File: config.mk
export PLATFORM = sky130hd
export DESIGN_NAME = vga_timing_gen_flat
export DESIGN_NICKNAME = d
export VERILOG_FILES = /design/src/rtl/vga_timing_gen_if.sv /design/src/rtl/vga_timing_gen.sv /design/src/flat_wrapper.sv
export SDC_FILE = /design/constraint.sdc
export NUM_CORES = 1
export LEC_CHECK = 0
export BUFFER_PORTS_ARGS = -buffer_cell sky130_fd_sc_hd__buf_4
export CORE_MARGIN = 2
export CORE_UTILIZATION = 30
export CTS_BUF_LIST = sky130_fd_sc_hd__clkbuf_4
export CTS_CLUSTER_DIAMETER = 60
export CTS_CLUSTER_SIZE = 24
export DETAILED_ROUTE_END_ITERATION = 8
export GPL_ROUTABILITY_DRIVEN = 0
export SETUP_SLACK_MARGIN = 0.2
export SYNTH_ARGS = -nofsm -noshare
export SYNTH_HDL_FRONTEND = slang
export SYNTH_SLANG_ARGS = --single-unit
export TNS_END_PERCENT = 100
File: constraint.sdc
create_clock -name clk -period 2.4 [get_ports clk]
set_clock_uncertainty 0.2 [all_clocks]
set_input_delay 0.24 -clock clk [delete_from_list [all_inputs] [get_ports clk]]
set_output_delay 0.24 -clock clk [all_outputs]
set_load 0.01 [all_outputs]
File: src/rtl/vga_timing_gen_if.sv
`default_nettype none
// ============================================================================
// Module      : vga_timing_gen_if
// Description : Bundle of the raster-timing signals exchanged between the
//               VGA timing generator and its consumers.
//                 ce          - pixel advance enable (consumer -> generator)
//                 hpos/vpos   - current column / line (10 bit)
//                 hsync/vsync - sync pulses at the configured polarity
//                 display_on  - inside the visible area
//                 line_tick   - one-cycle pulse at the start of each line
//                 frame_tick  - one-cycle pulse at the start of vertical sync
//                 frame_count - frames started since reset, mod 1024
//               master: the timing generator; slave: the consumer.
// Revision    : 1.0 - initial release
// ============================================================================
interface vga_timing_gen_if;

  logic       ce;
  logic [9:0] hpos;
  logic [9:0] vpos;
  logic       hsync;
  logic       vsync;
  logic       display_on;
  logic       line_tick;
  logic       frame_tick;
  logic [9:0] frame_count;

  modport master (
    input  ce,
    output hpos,
    output vpos,
    output hsync,
    output vsync,
    output display_on,
    output line_tick,
    output frame_tick,
    output frame_count
  );

  modport slave (
    output ce,
    input  hpos,
    input  vpos,
    input  hsync,
    input  vsync,
    input  display_on,
    input  line_tick,
    input  frame_tick,
    input  frame_count
  );

endinterface
`default_nettype wire

File: src/rtl/vga_timing_gen.sv
`default_nettype none
// ============================================================================
// Module      : vga_timing_gen
// Description : Parameterised VGA raster timing generator. A 10-bit column
//               and line counter pair walks the H_TOTAL x V_TOTAL raster;
//               two four-state FSMs (active / front porch / sync / back
//               porch) track the horizontal and vertical phases.
//               Every output is a flop: the next value of each output is
//               computed from the next counter/FSM values, so outputs always
//               agree with the hpos/vpos shown in the same cycle.
// Ports       : clk    - pixel clock, rising edge
//               rst_n  - synchronous active-low reset
//               bus    - vga_timing_gen_if.master (ce in, timing outputs)
// Revision    : 1.0 - initial release
// ============================================================================
module vga_timing_gen #(
  parameter int H_DISPLAY = 640,
  parameter int H_FRONT   = 16,
  parameter int H_SYNC    = 96,
  parameter int H_BACK    = 48,
  parameter int V_DISPLAY = 480,
  parameter int V_FRONT   = 10,
  parameter int V_SYNC    = 2,
  parameter int V_BACK    = 33,
  parameter int SYNC_POL  = 0
) (
  input  logic               clk,
  input  logic               rst_n,
  vga_timing_gen_if.master   bus
);

  // --------------------------------------------------------------------------
  // Derived constants
  // --------------------------------------------------------------------------
  localparam int c_H_TOTAL = H_DISPLAY + H_FRONT + H_SYNC + H_BACK;
  localparam int c_V_TOTAL = V_DISPLAY + V_FRONT + V_SYNC + V_BACK;

  // The counters are 10 bits wide; a raster that does not fit must not build.
  generate
    if ((c_H_TOTAL > 1024) || (c_V_TOTAL > 1024)) begin : g_bad_totals
      $error("vga_timing_gen: H_TOTAL/V_TOTAL exceed 1024");
    end
  endgenerate

  localparam logic [9:0] c_H_LAST     = 10'(c_H_TOTAL - 1);
  localparam logic [9:0] c_H_FP_START = 10'(H_DISPLAY);
  localparam logic [9:0] c_H_SY_START = 10'(H_DISPLAY + H_FRONT);
  localparam logic [9:0] c_H_BP_START = 10'(H_DISPLAY + H_FRONT + H_SYNC);

  localparam logic [9:0] c_V_LAST     = 10'(c_V_TOTAL - 1);
  localparam logic [9:0] c_V_FP_START = 10'(V_DISPLAY);
  localparam logic [9:0] c_V_SY_START = 10'(V_DISPLAY + V_FRONT);
  localparam logic [9:0] c_V_BP_START = 10'(V_DISPLAY + V_FRONT + V_SYNC);

  localparam logic       c_SYNC_ON    = (SYNC_POL != 0);

  // Horizontal FSM encoding
  localparam logic [1:0] c_H_ACT = 2'd0;
  localparam logic [1:0] c_H_FP  = 2'd1;
  localparam logic [1:0] c_H_SY  = 2'd2;
  localparam logic [1:0] c_H_BP  = 2'd3;

  // Vertical FSM encoding
  localparam logic [1:0] c_V_ACT = 2'd0;
  localparam logic [1:0] c_V_FP  = 2'd1;
  localparam logic [1:0] c_V_SY  = 2'd2;
  localparam logic [1:0] c_V_BP  = 2'd3;

  // --------------------------------------------------------------------------
  // State and output registers
  // --------------------------------------------------------------------------
  logic [9:0] r_hpos;
  logic [9:0] r_vpos;
  logic [1:0] r_h_state;
  logic [1:0] r_v_state;
  logic       r_hsync;
  logic       r_vsync;
  logic       r_display_on;
  logic       r_line_tick;
  logic       r_frame_tick;
  logic [9:0] r_frame_count;

  // Next-state / next-output values
  logic       w_h_wrap;
  logic       w_v_wrap;
  logic [9:0] w_hpos_nxt;
  logic [9:0] w_vpos_nxt;
  logic [1:0] w_h_state_nxt;
  logic [1:0] w_v_state_nxt;
  logic       w_hsync_nxt;
  logic       w_vsync_nxt;
  logic       w_display_on_nxt;
  logic       w_line_tick_nxt;
  logic       w_frame_tick_nxt;
  logic [9:0] w_frame_count_nxt;

  // --------------------------------------------------------------------------
  // State register
  // Reset parks the raster on its very last pixel so that the first enabled
  // edge afterwards wraps both counters to (0,0) and starts a fresh frame.
  // --------------------------------------------------------------------------
  always_ff @(posedge clk) begin
    if (!rst_n) begin
      r_hpos        <= c_H_LAST;
      r_vpos        <= c_V_LAST;
      r_h_state     <= c_H_BP;
      r_v_state     <= c_V_BP;
      r_hsync       <= ~c_SYNC_ON;
      r_vsync       <= ~c_SYNC_ON;
      r_display_on  <= 1'b0;
      r_line_tick   <= 1'b0;
      r_frame_tick  <= 1'b0;
      r_frame_count <= 10'd0;
    end else begin
      r_hpos        <= w_hpos_nxt;
      r_vpos        <= w_vpos_nxt;
      r_h_state     <= w_h_state_nxt;
      r_v_state     <= w_v_state_nxt;
      r_hsync       <= w_hsync_nxt;
      r_vsync       <= w_vsync_nxt;
      r_display_on  <= w_display_on_nxt;
      r_line_tick   <= w_line_tick_nxt;
      r_frame_tick  <= w_frame_tick_nxt;
      r_frame_count <= w_frame_count_nxt;
    end
  end

  // --------------------------------------------------------------------------
  // Next-state logic: counters and both phase FSMs
  // Thresholds are tested against the *next* counter value so the FSM state
  // and the counter it describes are registered on the same edge.
  // Threshold tests run from the latest phase backwards, so a zero-width
  // phase (e.g. a front porch of 0) is simply skipped.
  // --------------------------------------------------------------------------
  always_comb begin
    w_h_wrap      = (r_hpos == c_H_LAST);
    w_v_wrap      = (r_vpos == c_V_LAST);
    w_hpos_nxt    = r_hpos;
    w_vpos_nxt    = r_vpos;
    w_h_state_nxt = r_h_state;
    w_v_state_nxt = r_v_state;

    if (bus.ce) begin
      w_hpos_nxt = w_h_wrap ? 10'd0 : (r_hpos + 10'd1);

      if (w_hpos_nxt == c_H_BP_START) begin
        w_h_state_nxt = c_H_BP;
      end else if (w_hpos_nxt == c_H_SY_START) begin
        w_h_state_nxt = c_H_SY;
      end else if (w_hpos_nxt == c_H_FP_START) begin
        w_h_state_nxt = c_H_FP;
      end else if (w_hpos_nxt == 10'd0) begin
        w_h_state_nxt = c_H_ACT;
      end

      // The vertical side only moves on the line wrap.
      if (w_h_wrap) begin
        w_vpos_nxt = w_v_wrap ? 10'd0 : (r_vpos + 10'd1);

        if (w_vpos_nxt == c_V_BP_START) begin
          w_v_state_nxt = c_V_BP;
        end else if (w_vpos_nxt == c_V_SY_START) begin
          w_v_state_nxt = c_V_SY;
        end else if (w_vpos_nxt == c_V_FP_START) begin
          w_v_state_nxt = c_V_FP;
        end else if (w_vpos_nxt == 10'd0) begin
          w_v_state_nxt = c_V_ACT;
        end
      end
    end
  end

  // --------------------------------------------------------------------------
  // Output logic: next value of every registered output.
  // With ce low the counters hold, so the level outputs recompute to their
  // current values while both ticks drop to 0.
  // The frame counter counts the frame_tick that was just presented, which
  // places the increment in the cycle following the tick.
  // --------------------------------------------------------------------------
  always_comb begin
    w_hsync_nxt       = (w_h_state_nxt == c_H_SY) ? c_SYNC_ON : ~c_SYNC_ON;
    w_vsync_nxt       = (w_v_state_nxt == c_V_SY) ? c_SYNC_ON : ~c_SYNC_ON;
    w_display_on_nxt  = (w_hpos_nxt < c_H_FP_START) &&
                        (w_vpos_nxt < c_V_FP_START);
    w_line_tick_nxt   = bus.ce && (w_hpos_nxt == 10'd0);
    w_frame_tick_nxt  = bus.ce && (w_hpos_nxt == 10'd0) &&
                        (w_vpos_nxt == c_V_SY_START);
    w_frame_count_nxt = r_frame_tick ? (r_frame_count + 10'd1) : r_frame_count;
  end

  // --------------------------------------------------------------------------
  // Interface outputs: straight from flops
  // --------------------------------------------------------------------------
  assign bus.hpos        = r_hpos;
  assign bus.vpos        = r_vpos;
  assign bus.hsync       = r_hsync;
  assign bus.vsync       = r_vsync;
  assign bus.display_on  = r_display_on;
  assign bus.line_tick   = r_line_tick;
  assign bus.frame_tick  = r_frame_tick;
  assign bus.frame_count = r_frame_count;

endmodule
`default_nettype wire

File: src/flat_wrapper.sv
// flat-port wrapper written by rule: the top's interface ports become plain ports
module vga_timing_gen_flat 
#(
  parameter int H_DISPLAY = 640,
  parameter int H_FRONT   = 16,
  parameter int H_SYNC    = 96,
  parameter int H_BACK    = 48,
  parameter int V_DISPLAY = 480,
  parameter int V_FRONT   = 10,
  parameter int V_SYNC    = 2,
  parameter int V_BACK    = 33,
  parameter int SYNC_POL  = 0
)
  (clk, rst_n, bus_ce, bus_hpos, bus_vpos, bus_hsync, bus_vsync, bus_display_on, bus_line_tick, bus_frame_tick, bus_frame_count);
  vga_timing_gen_if bus_i ();
  input  logic clk;
  input  logic rst_n;
  input wire logic [$bits(bus_i.ce)-1:0] bus_ce;
  output wire logic [$bits(bus_i.hpos)-1:0] bus_hpos;
  output wire logic [$bits(bus_i.vpos)-1:0] bus_vpos;
  output wire logic [$bits(bus_i.hsync)-1:0] bus_hsync;
  output wire logic [$bits(bus_i.vsync)-1:0] bus_vsync;
  output wire logic [$bits(bus_i.display_on)-1:0] bus_display_on;
  output wire logic [$bits(bus_i.line_tick)-1:0] bus_line_tick;
  output wire logic [$bits(bus_i.frame_tick)-1:0] bus_frame_tick;
  output wire logic [$bits(bus_i.frame_count)-1:0] bus_frame_count;
  assign bus_i.ce = bus_ce;
  assign bus_hpos = bus_i.hpos;
  assign bus_vpos = bus_i.vpos;
  assign bus_hsync = bus_i.hsync;
  assign bus_vsync = bus_i.vsync;
  assign bus_display_on = bus_i.display_on;
  assign bus_line_tick = bus_i.line_tick;
  assign bus_frame_tick = bus_i.frame_tick;
  assign bus_frame_count = bus_i.frame_count;
  vga_timing_gen #(.H_DISPLAY(H_DISPLAY), .H_FRONT(H_FRONT), .H_SYNC(H_SYNC), .H_BACK(H_BACK), .V_DISPLAY(V_DISPLAY), .V_FRONT(V_FRONT), .V_SYNC(V_SYNC), .V_BACK(V_BACK), .SYNC_POL(SYNC_POL)) u_core (.clk(clk), .rst_n(rst_n), .bus(bus_i));
endmodule
# Yosys cells after proc, flatten, opt, wreduce, memory -nomap -nowiden

Index checks and enable logic that the tools add are counted.

Register bits: 39
Bits of input ports: 3
Output and inout bits: 35
Logic and storage cells: 50

Add/sub/neg operators: 3
Order comparisons: 2
Equal/unequal tests: 11
Mux-type cells: 18
Reductions and logical operators: 6

Operator list:

| operator                                              | number |
|---|---|
| equality test 10 bit (second input constant)          | 5 |
| 2-to-1 mux 10 bit                                     | 5 |
| equality test 10 x 9 -> 1 bit (second input constant) | 4 |
| adder 10 x 1 -> 10 bit (second input constant)        | 3 |
| zero test 10 bit                                      | 3 |
| 2-to-1 mux 2 bit                                      | 11 |
| < comparator 10 bit (second input constant)           | 1 |
| < comparator 10 x 9 -> 1 bit (second input constant)  | 1 |
| equality test 2 bit (second input constant)           | 2 |
| logical AND 1 bit                                     | 3 |
| 2-to-1 mux 1 bit                                      | 2 |

# Longest topological paths before layout

Gate-level depths: netlist (run 1).

Depth after elaboration: 11
Mapped depth: 11
Gate-level depth less buffers: 9

# Worst setup path before layout (run 1)

Ideal clock, no wire load.

Path kind: register to register
From: reg u_core.r_hpos[0] (netlist: u_core.bus.hpos[0])
To: reg u_core.r_frame_tick (netlist: u_core.bus.frame_tick)
Library setup time: 0.087 ns
Data arrival time: 2.389 ns
Required time: 2.113 ns
Path slack: -0.276 ns
Cell stages (with the launch flop): 11
Buffers on the path: 3
Period minus slack after synthesis: 2.676 ns
Cells stage by stage: dfxtp_1 ha_1 buf_2 and4_1 buf_2 and3_1 buf_2 a21oi_1 or4_1 nor4b_1 nor4b_2

Word-level cells in the longest chain between the ends: 6
Elaborated cells between the ends (all ways): 10
Those cells by class: add/sub (1); eq/ne (2); mux (4); reduce/logical (3)

RTL lines:

| element                                                        | line                                         | RTL |
|---|---|---|
| from (decl)                                                    | vga_timing_gen.sv:72                         | `logic [9:0] r_hpos;` |
| from (signal assigned)                                         | vga_timing_gen.sv:104                        | `r_hpos <= c_H_LAST;` |
| from (signal assigned)                                         | vga_timing_gen.sv:115                        | `r_hpos <= w_hpos_nxt;` |
| adder 10 x 1 -> 10 bit or equality test 10 bit (tied branches) | vga_timing_gen.sv:144, vga_timing_gen.sv:136 |  |
| 2-to-1 mux 10 bit                                              | vga_timing_gen.sv:144                        | `w_hpos_nxt = w_h_wrap ? 10'd0 : (r_hpos + 10'd1);` |
| 2-to-1 mux 10 bit                                              | vga_timing_gen.sv:143                        | `if (bus.ce) begin` |
| zero test 10 bit                                               | vga_timing_gen.sv:186                        | `w_frame_tick_nxt = bus.ce && (w_hpos_nxt == 10'd0) &&` |
| logical AND 1 bit                                              | vga_timing_gen.sv:186                        |  |
| logical AND 1 bit *                                            | vga_timing_gen.sv:186                        |  |
| to (signal assigned)                                           | vga_timing_gen.sv:123                        | `r_frame_tick <= w_frame_tick_nxt;` |
| to (decl)                                                      | vga_timing_gen.sv:80                         | `logic r_frame_tick;` |

Every way passes the cells marked *; elsewhere a longest branch is shown, timed or not.
A chain may end at the register's enable or synchronous reset.

# Final worst setup path (run 1)

From: reg u_core.r_vpos[5] (netlist: u_core.bus.vpos[5])
To: reg u_core.r_vsync (netlist: u_core.bus.vsync)

Word-level cells in the longest chain between the ends: 11
Elaborated cells between the ends (all ways): 15
Those cells by class: add/sub (1); eq/ne (5); mux (8); reduce/logical (1)

RTL lines:

| element                                                        | line                                         | RTL |
|---|---|---|
| from (decl)                                                    | vga_timing_gen.sv:73                         | `logic [9:0] r_vpos;` |
| from (signal assigned)                                         | vga_timing_gen.sv:105                        | `r_vpos <= c_V_LAST;` |
| from (signal assigned)                                         | vga_timing_gen.sv:116                        | `r_vpos <= w_vpos_nxt;` |
| adder 10 x 1 -> 10 bit or equality test 10 bit (tied branches) | vga_timing_gen.sv:158, vga_timing_gen.sv:137 |  |
| 2-to-1 mux 10 bit *                                            | vga_timing_gen.sv:158                        | `w_vpos_nxt = w_v_wrap ? 10'd0 : (r_vpos + 10'd1);` |
| zero test 10 bit                                               | vga_timing_gen.sv:166                        | `end else if (w_vpos_nxt == 10'd0) begin` |
| 2-to-1 mux 2 bit                                               | vga_timing_gen.sv:166                        |  |
| 2-to-1 mux 2 bit                                               | vga_timing_gen.sv:164                        | `end else if (w_vpos_nxt == c_V_FP_START) begin` |
| 2-to-1 mux 2 bit                                               | vga_timing_gen.sv:162                        | `end else if (w_vpos_nxt == c_V_SY_START) begin` |
| 2-to-1 mux 2 bit *                                             | vga_timing_gen.sv:160                        | `if (w_vpos_nxt == c_V_BP_START) begin` |
| 2-to-1 mux 2 bit *                                             | vga_timing_gen.sv:157                        | `if (w_h_wrap) begin` |
| 2-to-1 mux 2 bit *                                             | vga_timing_gen.sv:143                        |  |
| equality test 2 bit *                                          | vga_timing_gen.sv:182                        | `w_vsync_nxt = (w_v_state_nxt == c_V_SY) ? c_SYNC_ON : ~c_SYNC_ON;` |
| 2-to-1 mux 1 bit *                                             | vga_timing_gen.sv:182                        |  |
| to (signal assigned)                                           | vga_timing_gen.sv:109                        | `r_vsync <= ~c_SYNC_ON;` |
| to (signal assigned)                                           | vga_timing_gen.sv:120                        | `r_vsync <= w_vsync_nxt;` |
| to (decl)                                                      | vga_timing_gen.sv:77                         | `logic r_vsync;` |

Marked as above.

==> results of run 1 <==
[worst max-delay path, cell delays in order (launching register included)]
cell,delay (ns)
dfxtp_1,0.34
or4b_4,0.57
or4_4,0.48
buf_4,0.17
a21oi_4,0.13
a21boi_1,0.10
o221ai_2,0.18
nand3b_1,0.10
[cells by family (layout without fill, tap and decap cells)]
family / Yosys count / after routing / synth area share, %
compound gates: 73 / 73 / 18.45
simple gates: 138 / 138 / 30.78
xor+xnor: 25 / 25 / 8.702
flops: 39 / 39 / 31.03
buf+inv: 35 / 111 / 6.017
fa+ha+maj: 6 / 6 / 2.984
mux: 5 / 5 / 2.039
[final timing paths]
check / from / to / slack, ns / cells after the start
min: bus_ce / u_core.bus.hpos[0]$_SDFF_PN1_ / 0.09 / 4
max: u_core.bus.vpos[5]$_SDFF_PN0_ / u_core.bus.vsync$_SDFF_PN1_ / 0.01 / 7
max reg2reg: u_core.bus.vpos[5]$_SDFF_PN0_ / u_core.bus.vsync$_SDFF_PN1_ / 0.01 / 7
min reg2reg: u_core.r_v_state[1]$_SDFF_PN1_ / u_core.r_v_state[1]$_SDFF_PN1_ / 0.28 / 2
[power groups by stage]
stage	sequential, uW	combinational (uW)	clock [uW]
5_1_grt	769	1020	638
6_report	760	923	600
2_1_floorplan	763	554	0
3_5_place_dp	768	855	0
4_1_cts	756	880	613
3_3_place_gp	766	853	0
[stage by stage]
stage | total power, uW | setup TNS [ns]
finish | 2283 | 0
global route | 2424 | -0.4873
CTS | 2248 | 0
detailed placement | 1623 | -0.01216
global placement | 1619 | 0
floorplan | 1317 | -0.02935
[cell usage in the layout (no fill, tap or decap), types with 5 or more instances in the layout]
cell / n
buf_4: 92
dfxtp_1: 30
nor2_1: 28
nand2_1: 27
o21ai_0: 17
a21oi_1: 16
nand3_1: 12
nand4_1: 11
xnor2_1: 11
nor3_1: 11
xor2_1: 11
inv_1: 10
and3_1: 10
or3_1: 7
a31oi_1: 6
ha_1: 5
clkbuf_4: 5
dfxtp_2: 5
[final cells by class]
type,count,area (sq um),share of cell area (%)
multi-input cells,247,1754,49.63
flip-flops and latches,39,802.0,22.69
clock inverters,3,71.32,2.018
well taps,105,131.4,3.717
inverters,10,37.54,1.062
clock buffers,5,37.54,1.062
repair buffers,93,700.7,19.82
[sequential cells by signal, summed over array words and instances, names as in the netlist]
signal	count
u_core.bus.display_on	1
u_core.bus.frame_count	10
u_core.bus.frame_tick	1
u_core.bus.hpos	10
u_core.bus.hsync	1
u_core.bus.line_tick	1
u_core.bus.vpos	10
u_core.bus.vsync	1
u_core.r_h_state	2
u_core.r_v_state	2
[timing repair]
| action | in CTS | in global routing |
|---|---|---|
| resized for setup | 7 | 14 |
| setup buffers | 3 | 4 |
| hold endpoints to repair | 11 | 0 |
| pin swaps | 3 | 7 |
| hold buffers | 1 | 0 |
| endpoints found under the setup margin | 11 | 11 |
[per-layer routing]
layer / part of all wire (%) / global-route usage (%) / vias to the layer above
li1: - / - / 1319
met1: 48 / 21.05 / 1236
met2: 46 / 26.17 / 62
met3: 4.1 / 2.767 / 12
met4: 2.0 / 5.595 / 0
met5: 0 / 0 / -
==> reports/metrics.cfg, run 1 <==
[clock_tree]
cts_max_path_buffers = 2
cts_num_sinks = 39
cts_tree = yes
clk_pin_slew_worst_paths_ns = 0.15
clock_latency_ns = 0.37
numCtsBuffers = 5
root_buffer = clkbuf_4
htree_levels = 2

[pwr]
p_switching_uw = 803.3
sw_frac_of_total_pct = 35.19
power_frac_seq_pct = 33.3
clockPowerShare_pct = 26.3
p_per_area_nw_per_um2 = 645.8
p_int_uw = 1479
leakagePower_uw = 0.001447
pwr-share-comb_pct = 40.4
peakVddDrop_mv = 0.2248

[final_layout]
postLayoutCoreUtil_pct = 43.24
n_antenna_cell = 0
syn_to_final_growth_pct = 40.48
final_cell_count_no_fill = 502
fill_cells = 845
fin_area_sq_um = 3535
num-nets-final = 405
drive_above_1_share_pct = 35.26

[die]
core_sq_um = 8175
start_util_pct = 30.78
chipHeight_um = 95.58
placementRows = 33
die-width_um = 95.58
io_pins = 38
dieArea_sq_um = 9136

[synthesis]
synth_flop_cell = dfxtp_1
synth_fp_nets = 330
synthesis.instances = 321
synth_common_cells = dfxtp_1, nor2_1, nand2_1
ys_ff_latch = 39
yosysTopAreaCell = dfxtp_1
syn_area_sq_um = 2516
seq_area_frac_synth_pct = 31.03
synthDistinctLibCells = 53
syn_avg_cell_area_sq_um = 7.839
yosys_warnings = 0
synthTopCellsByArea = dfxtp_1, xnor2_1, nor2_1
async_flop_share_pct = 0
synth_edf_count = 0
netlist.area_leader.share_pct = 31.03
synth_most_common_cell = dfxtp_1

[worst_setup_path]
critical_path_class = reg -> reg
cp-start-kind = flop
end_kind = flop
cp.arrival_ns = 2.44
crit_required_ns = 2.45
cp_max_fo = 3

[placed_design]
dpl_cell_area_sq_um = 3286
dp_hpwl_um = 5252
pre_cts_ws_ns = -0.008689
io_buffers = 37
dp_cells = 486

[flow_run]
maxCapViolCount = 0

[global_routing]
grt_pass1_vias = 2473
grt-ovfl-total = 0
antenna_found_initial = 0
grt.total_usage_pct = 15.97
grt_max_degree = 21
grt_pass1_wl_um = 11670

[timing]
min_period_ns = 2.387
hold_violations = 0
max_slew_margin_pct = 71.14
hold_ws_ns = 0.08679
finalMaxSlewViolations = 0
timing.final.ws_setup_ns = 0.01290
setup_viol = 0
worst_pin_slew_ns = 0.4298
period_share_pct = 99.46
rsz0062_at_grt = true
fmax_mhz = 418.9

[drt]
vias_per_cell = 5.237
drt-total-wl_um = 7133
dr_total_vias = 2629
postRouteAntennaNets = 0
wire_per_inst_um = 14.21
drt_first_pass_iters = 4
dr.first_iter.drc_count = 149
remaining_drc_errors = 0

[min_path]
hold_class = in -> reg

[run_status]
outcome = finished, final reports clean

Power figures use the tool's default switching activity.
==> run 2: changes to the inputs <==
- CORE_MARGIN: 2 -> 3
==> reports/metrics.cfg, run 2 (synthesized netlist as in run 1, its figures left out) <==
[final_layout]
final_common_cell = buf_4
n_antenna_cell = 0
drive_above_1_share_pct = 39.95
postLayoutCoreUtil_pct = 45.42
fin_area_sq_um = 3601
final_cell_mix = buf_4, nand2_1, nor2_1
num-nets-final = 406
syn_to_final_growth_pct = 43.11
final_cell_count_no_fill = 500
fill_cells = 785

[min_path]
hold_class = in -> reg

[worst_setup_path]
reg2reg_depth = 6
cp-endpoint = u_core.bus.frame_tick$_SDFF_PN0_
path_cells = ha_4 > xor2_1 > or3_4 > or4_4 > nor4b_4 > nor4b_4
reg2reg_to = u_core.bus.frame_tick$_SDFF_PN0_
slowest_delay_ns = 0.55
r2r_slack_ns = -0.05
end_kind = flop
cp_slowest_cell = or4_4
cp_num_buf_inv = 0
critPathLaunch = u_core.bus.hpos[1]$_SDFF_PN1_
cp_max_fo = 5
crit_top_cell = nor4b_4
cp.depth = 6
cp-start-kind = flop
cp_top_family = simple AND/OR/NAND/NOR gates
crit_required_ns = 2.48
r2r-start = u_core.bus.hpos[1]$_SDFF_PN1_
cp.arrival_ns = 2.53
critical_path_class = reg -> reg

[drt]
drt_first_pass_iters = 4
wire_per_inst_um = 14.67
drt-total-wl_um = 7333
vias_per_cell = 5.318
dr.first_iter.drc_count = 73
remaining_drc_errors = 0
postRouteAntennaNets = 0
dr_total_vias = 2659

[clock_tree]
clk_pin_slew_worst_paths_ns = 0.13
cts_tree = yes
cts_max_path_buffers = 2
htree_levels = 2
cts_num_sinks = 39
numCtsBuffers = 5
root_buffer = clkbuf_4
clock_latency_ns = 0.36

[global_routing]
grt_pass1_wl_um = 11870
grt_pass1_vias = 2436
grt-ovfl-total = 0
grt.total_usage_pct = 14.92
grt_max_degree = 24
antenna_found_initial = 0

[die]
dieArea_sq_um = 9522
die-width_um = 97.58
placementRows = 32
core_sq_um = 7928
start_util_pct = 31.74
chipHeight_um = 97.58
io_pins = 38

[run_status]
outcome = finished, violations left
violations = negative setup slack

[timing]
hold_violations = 0
setup_viol = 1
worst_pin_slew_ns = 0.8303
min_period_ns = 2.449
finalMaxSlewViolations = 0
rsz0062_at_grt = true
period_share_pct = 102.0
fmax_mhz = 408.4
max_slew_margin_pct = 44.59
timing.final.ws_setup_ns = -0.04883

[placed_design]
io_buffers = 37
pre_cts_ws_ns = -0.06743
dp_cells = 483
dp_hpwl_um = 5284
dpl_cell_area_sq_um = 3294

[pwr]
peakVddDrop_mv = 0.2537
p_per_area_nw_per_um2 = 614.7
leakagePower_uw = 0.001480

[flow_run]
maxCapViolCount = 0

run 2: routing by layer:
metal  track usage (%)  wire length [um]
met5                 0                 0
met4             4.260               147
met3             3.230               394
met2             23.67              3468
met1             20.34              3322
run 2: how the worst min path moves through the flow:
stage / from / to / cells past startpoint
after detailed placement: u_core.r_v_state[1]$_SDFF_PN1_ / u_core.r_v_state[1]$_SDFF_PN1_ / 2
after CTS: bus_ce / u_core.bus.hpos[0]$_SDFF_PN1_ / 4
final: bus_ce / u_core.bus.hpos[0]$_SDFF_PN1_ / 4
after floorplan: rst_n / u_core.bus.vpos[9]$_SDFF_PN1_ / 1
after global placement: u_core.r_v_state[1]$_SDFF_PN1_ / u_core.r_v_state[1]$_SDFF_PN1_ / 2
after global routing: bus_ce / u_core.bus.hpos[0]$_SDFF_PN1_ / 4
run 2: stage by stage:
| step | setup TNS, ns | hold WS [ns] | power (uW) |
|---|---|---|---|
| 4_1_cts | -0.006433 | 0.08322 | 2133 |
| 2_1_floorplan | -0.02935 | 0.1318 | 1317 |
| 3_3_place_gp | 0 | 0.2444 | 1619 |
| 5_1_grt | -0.2956 | 0.1462 | 2350 |
| 6_report | -0.04883 | 0.1128 | 2214 |
| 3_5_place_dp | -0.06743 | 0.2469 | 1625 |
run 2: worst min-delay path: stages:
cell,delay (ns)
buf_4,0.12
inv_1,0.06
buf_4,0.13
o31ai_1,0.07
run 2: where the power goes:
part / switching [uW] / internal (uW)
combinational: 506 / 480
sequential: 60.3 / 695
clock: 249 / 224
run 2: timing repair:
action	in CTS	in global routing
setup endpoints to repair	9	9
buffers inserted	2	6
endpoints found under the hold margin	11	0
gates resized for setup	11	30
pin swaps	7	15
hold buffers	1	0
run 2: cell type report:
cell class / instances / area, sq um / area share [%]
clock inverters: 3 / 45.04 / 1.251
repair buffers: 94 / 720.7 / 20.01
clock buffers: 5 / 37.54 / 1.042
flip-flops and latches: 39 / 809.5 / 22.48
well taps: 102 / 127.6 / 3.544
inverters: 10 / 37.54 / 1.042
multi-input cells: 247 / 1823 / 50.63
==> run 3: changes to the inputs <==
- CORE_UTILIZATION: 30 -> 53
- PLACE_DENSITY: default -> 0.78
==> reports/metrics.cfg, run 3 (synthesized netlist as in run 1, its figures left out) <==
[pwr]
peakVddDrop_mv = 0.4347
p_per_area_nw_per_um2 = 634.5
leakagePower_uw = 0.001425

[clock_tree]
htree_levels = 2
root_buffer = clkbuf_4
cts_max_path_buffers = 2
cts_num_sinks = 39
clock_latency_ns = 0.36
numCtsBuffers = 5
cts_tree = yes
clk_pin_slew_worst_paths_ns = 0.13

[drt]
drt-total-wl_um = 7672
drt_first_pass_iters = 6
dr_total_vias = 2846
remaining_drc_errors = 0
vias_per_cell = 6.367
dr.first_iter.drc_count = 424
wire_per_inst_um = 17.16
postRouteAntennaNets = 0

[worst_setup_path]
reg2reg_depth = 7
critical_path_class = reg -> reg
reg2reg_to = u_core.bus.vsync$_SDFF_PN1_
r2r_slack_ns = -0.03
crit_required_ns = 2.49
cp.arrival_ns = 2.53
cp_max_fo = 3
end_kind = flop
cp-endpoint = u_core.bus.vsync$_SDFF_PN1_
cp-start-kind = flop
critPathLaunch = u_core.bus.vpos[5]$_SDFF_PN0_
r2r-start = u_core.bus.vpos[5]$_SDFF_PN0_

[timing]
period_share_pct = 101.4
worst_pin_slew_ns = 0.7881
rsz0062_at_grt = true
min_period_ns = 2.434
hold_violations = 0
max_slew_margin_pct = 47.40
finalMaxSlewViolations = 0
setup_viol = 2
fmax_mhz = 410.8
timing.final.ws_setup_ns = -0.03412

[global_routing]
grt.total_usage_pct = 26.68
grt_pass1_wl_um = 11720
grt_max_degree = 24
antenna_found_initial = 0
grt_pass1_vias = 2490
grt-ovfl-total = 0

[placed_design]
io_buffers = 37
pre_cts_ws_ns = -0.04024
dp_cells = 426
dp_hpwl_um = 5059

[final_layout]
n_antenna_cell = 0
final_cell_count_no_fill = 447
final_cell_mix = buf_4, nand2_1, nor2_1
final_common_cell = buf_4
drive_above_1_share_pct = 37.97
num-nets-final = 403
fill_cells = 291
syn_to_final_growth_pct = 40.48

[die]
chipHeight_um = 74.90
dieArea_sq_um = 5610
placementRows = 24
start_util_pct = 56.24
io_pins = 38
core_sq_um = 4474
die-width_um = 74.90

[run_status]
violations = negative setup slack
outcome = finished, violations left

[flow_run]
maxCapViolCount = 0

[min_path]
hold_class = in -> reg

-- run 3: worst min path at each step --
stage	startpoint	to	slack, ns	cells after the start
5_1_grt	bus_ce	u_core.bus.hpos[4]$_SDFF_PN1_	0.07	4
6_report	bus_ce	u_core.bus.hpos[1]$_SDFF_PN1_	0.03	3
3_5_place_dp	u_core.r_v_state[1]$_SDFF_PN1_	u_core.r_v_state[1]$_SDFF_PN1_	0.25	2
4_1_cts	bus_ce	u_core.bus.hpos[1]$_SDFF_PN1_	0.02	3
3_3_place_gp	u_core.r_v_state[1]$_SDFF_PN1_	u_core.r_v_state[1]$_SDFF_PN1_	0.25	2
2_1_floorplan	rst_n	u_core.bus.vpos[9]$_SDFF_PN1_	0.13	1
-- run 3: area by class of cell --
type,instances,area [sq um],share of cell area [%]
Sequential cell,39,807.0,22.83
Timing Repair Buffer,91,718.2,20.32
Multi-Input combinational cell,247,1827,51.68
Inverter,10,37.54,1.062
Tap cell,52,65.06,1.841
Clock buffer,5,37.54,1.062
Clock inverter,3,42.54,1.204
-- run 3: repair_timing --
action | CTS | global route
hold endpoints to repair | 11 | 0
hold buffers | 2 | 0
endpoints found under the setup margin | 11 | 11
gates cloned | 0 | 1
setup buffers | 5 | 5
pin swaps | 8 | 8
gates resized for setup | 19 | 21
-- run 3: per-layer routing --
layer  track usage [%]  routed length, um  vias to the layer above
li1                  -                  -                     1325
met1             37.75               3219                     1299
met2             41.49               3526                      190
met3             4.940                746                       32
met4             7.510                178                        0
met5                 0                  0                        -
-- run 3: critical path: stages, from the launching register on --
cell,delay [ns]
dfxtp_1,0.34
or4b_4,0.58
or4_4,0.48
buf_4,0.17
a21oi_4,0.13
o211ai_1,0.11
a21oi_1,0.22
nand3b_1,0.14
-- run 3: through the flow --
| stage | util (%) | area (sq um) | hold slack, ns | TNS [ns] | total power (uW) |
|---|---|---|---|---|---|
| 3_3_place_gp | 71.34 | 3192 | 0.2465 | 0 | 1575 |
| 3_5_place_dp | 71.34 | 3192 | 0.2504 | -0.05736 | 1595 |
| 4_1_cts | 76.15 | 3407 | 0.01949 | 0 | 2128 |
| 6_report | 79.00 | 3535 | 0.02953 | -0.04262 | 2243 |
| 2_1_floorplan | - | 2654 | 0.1318 | -0.02935 | 1317 |
| 5_1_grt | 79.00 | 3535 | 0.06701 | -0.3216 | 2355 |
-- run 3: power by group --
part           total [uW]  internal (uW)  switching, uW
registers             756            696           60.1
logic                1020            487            535
clock network         465            220            245
total                2240           1400            840
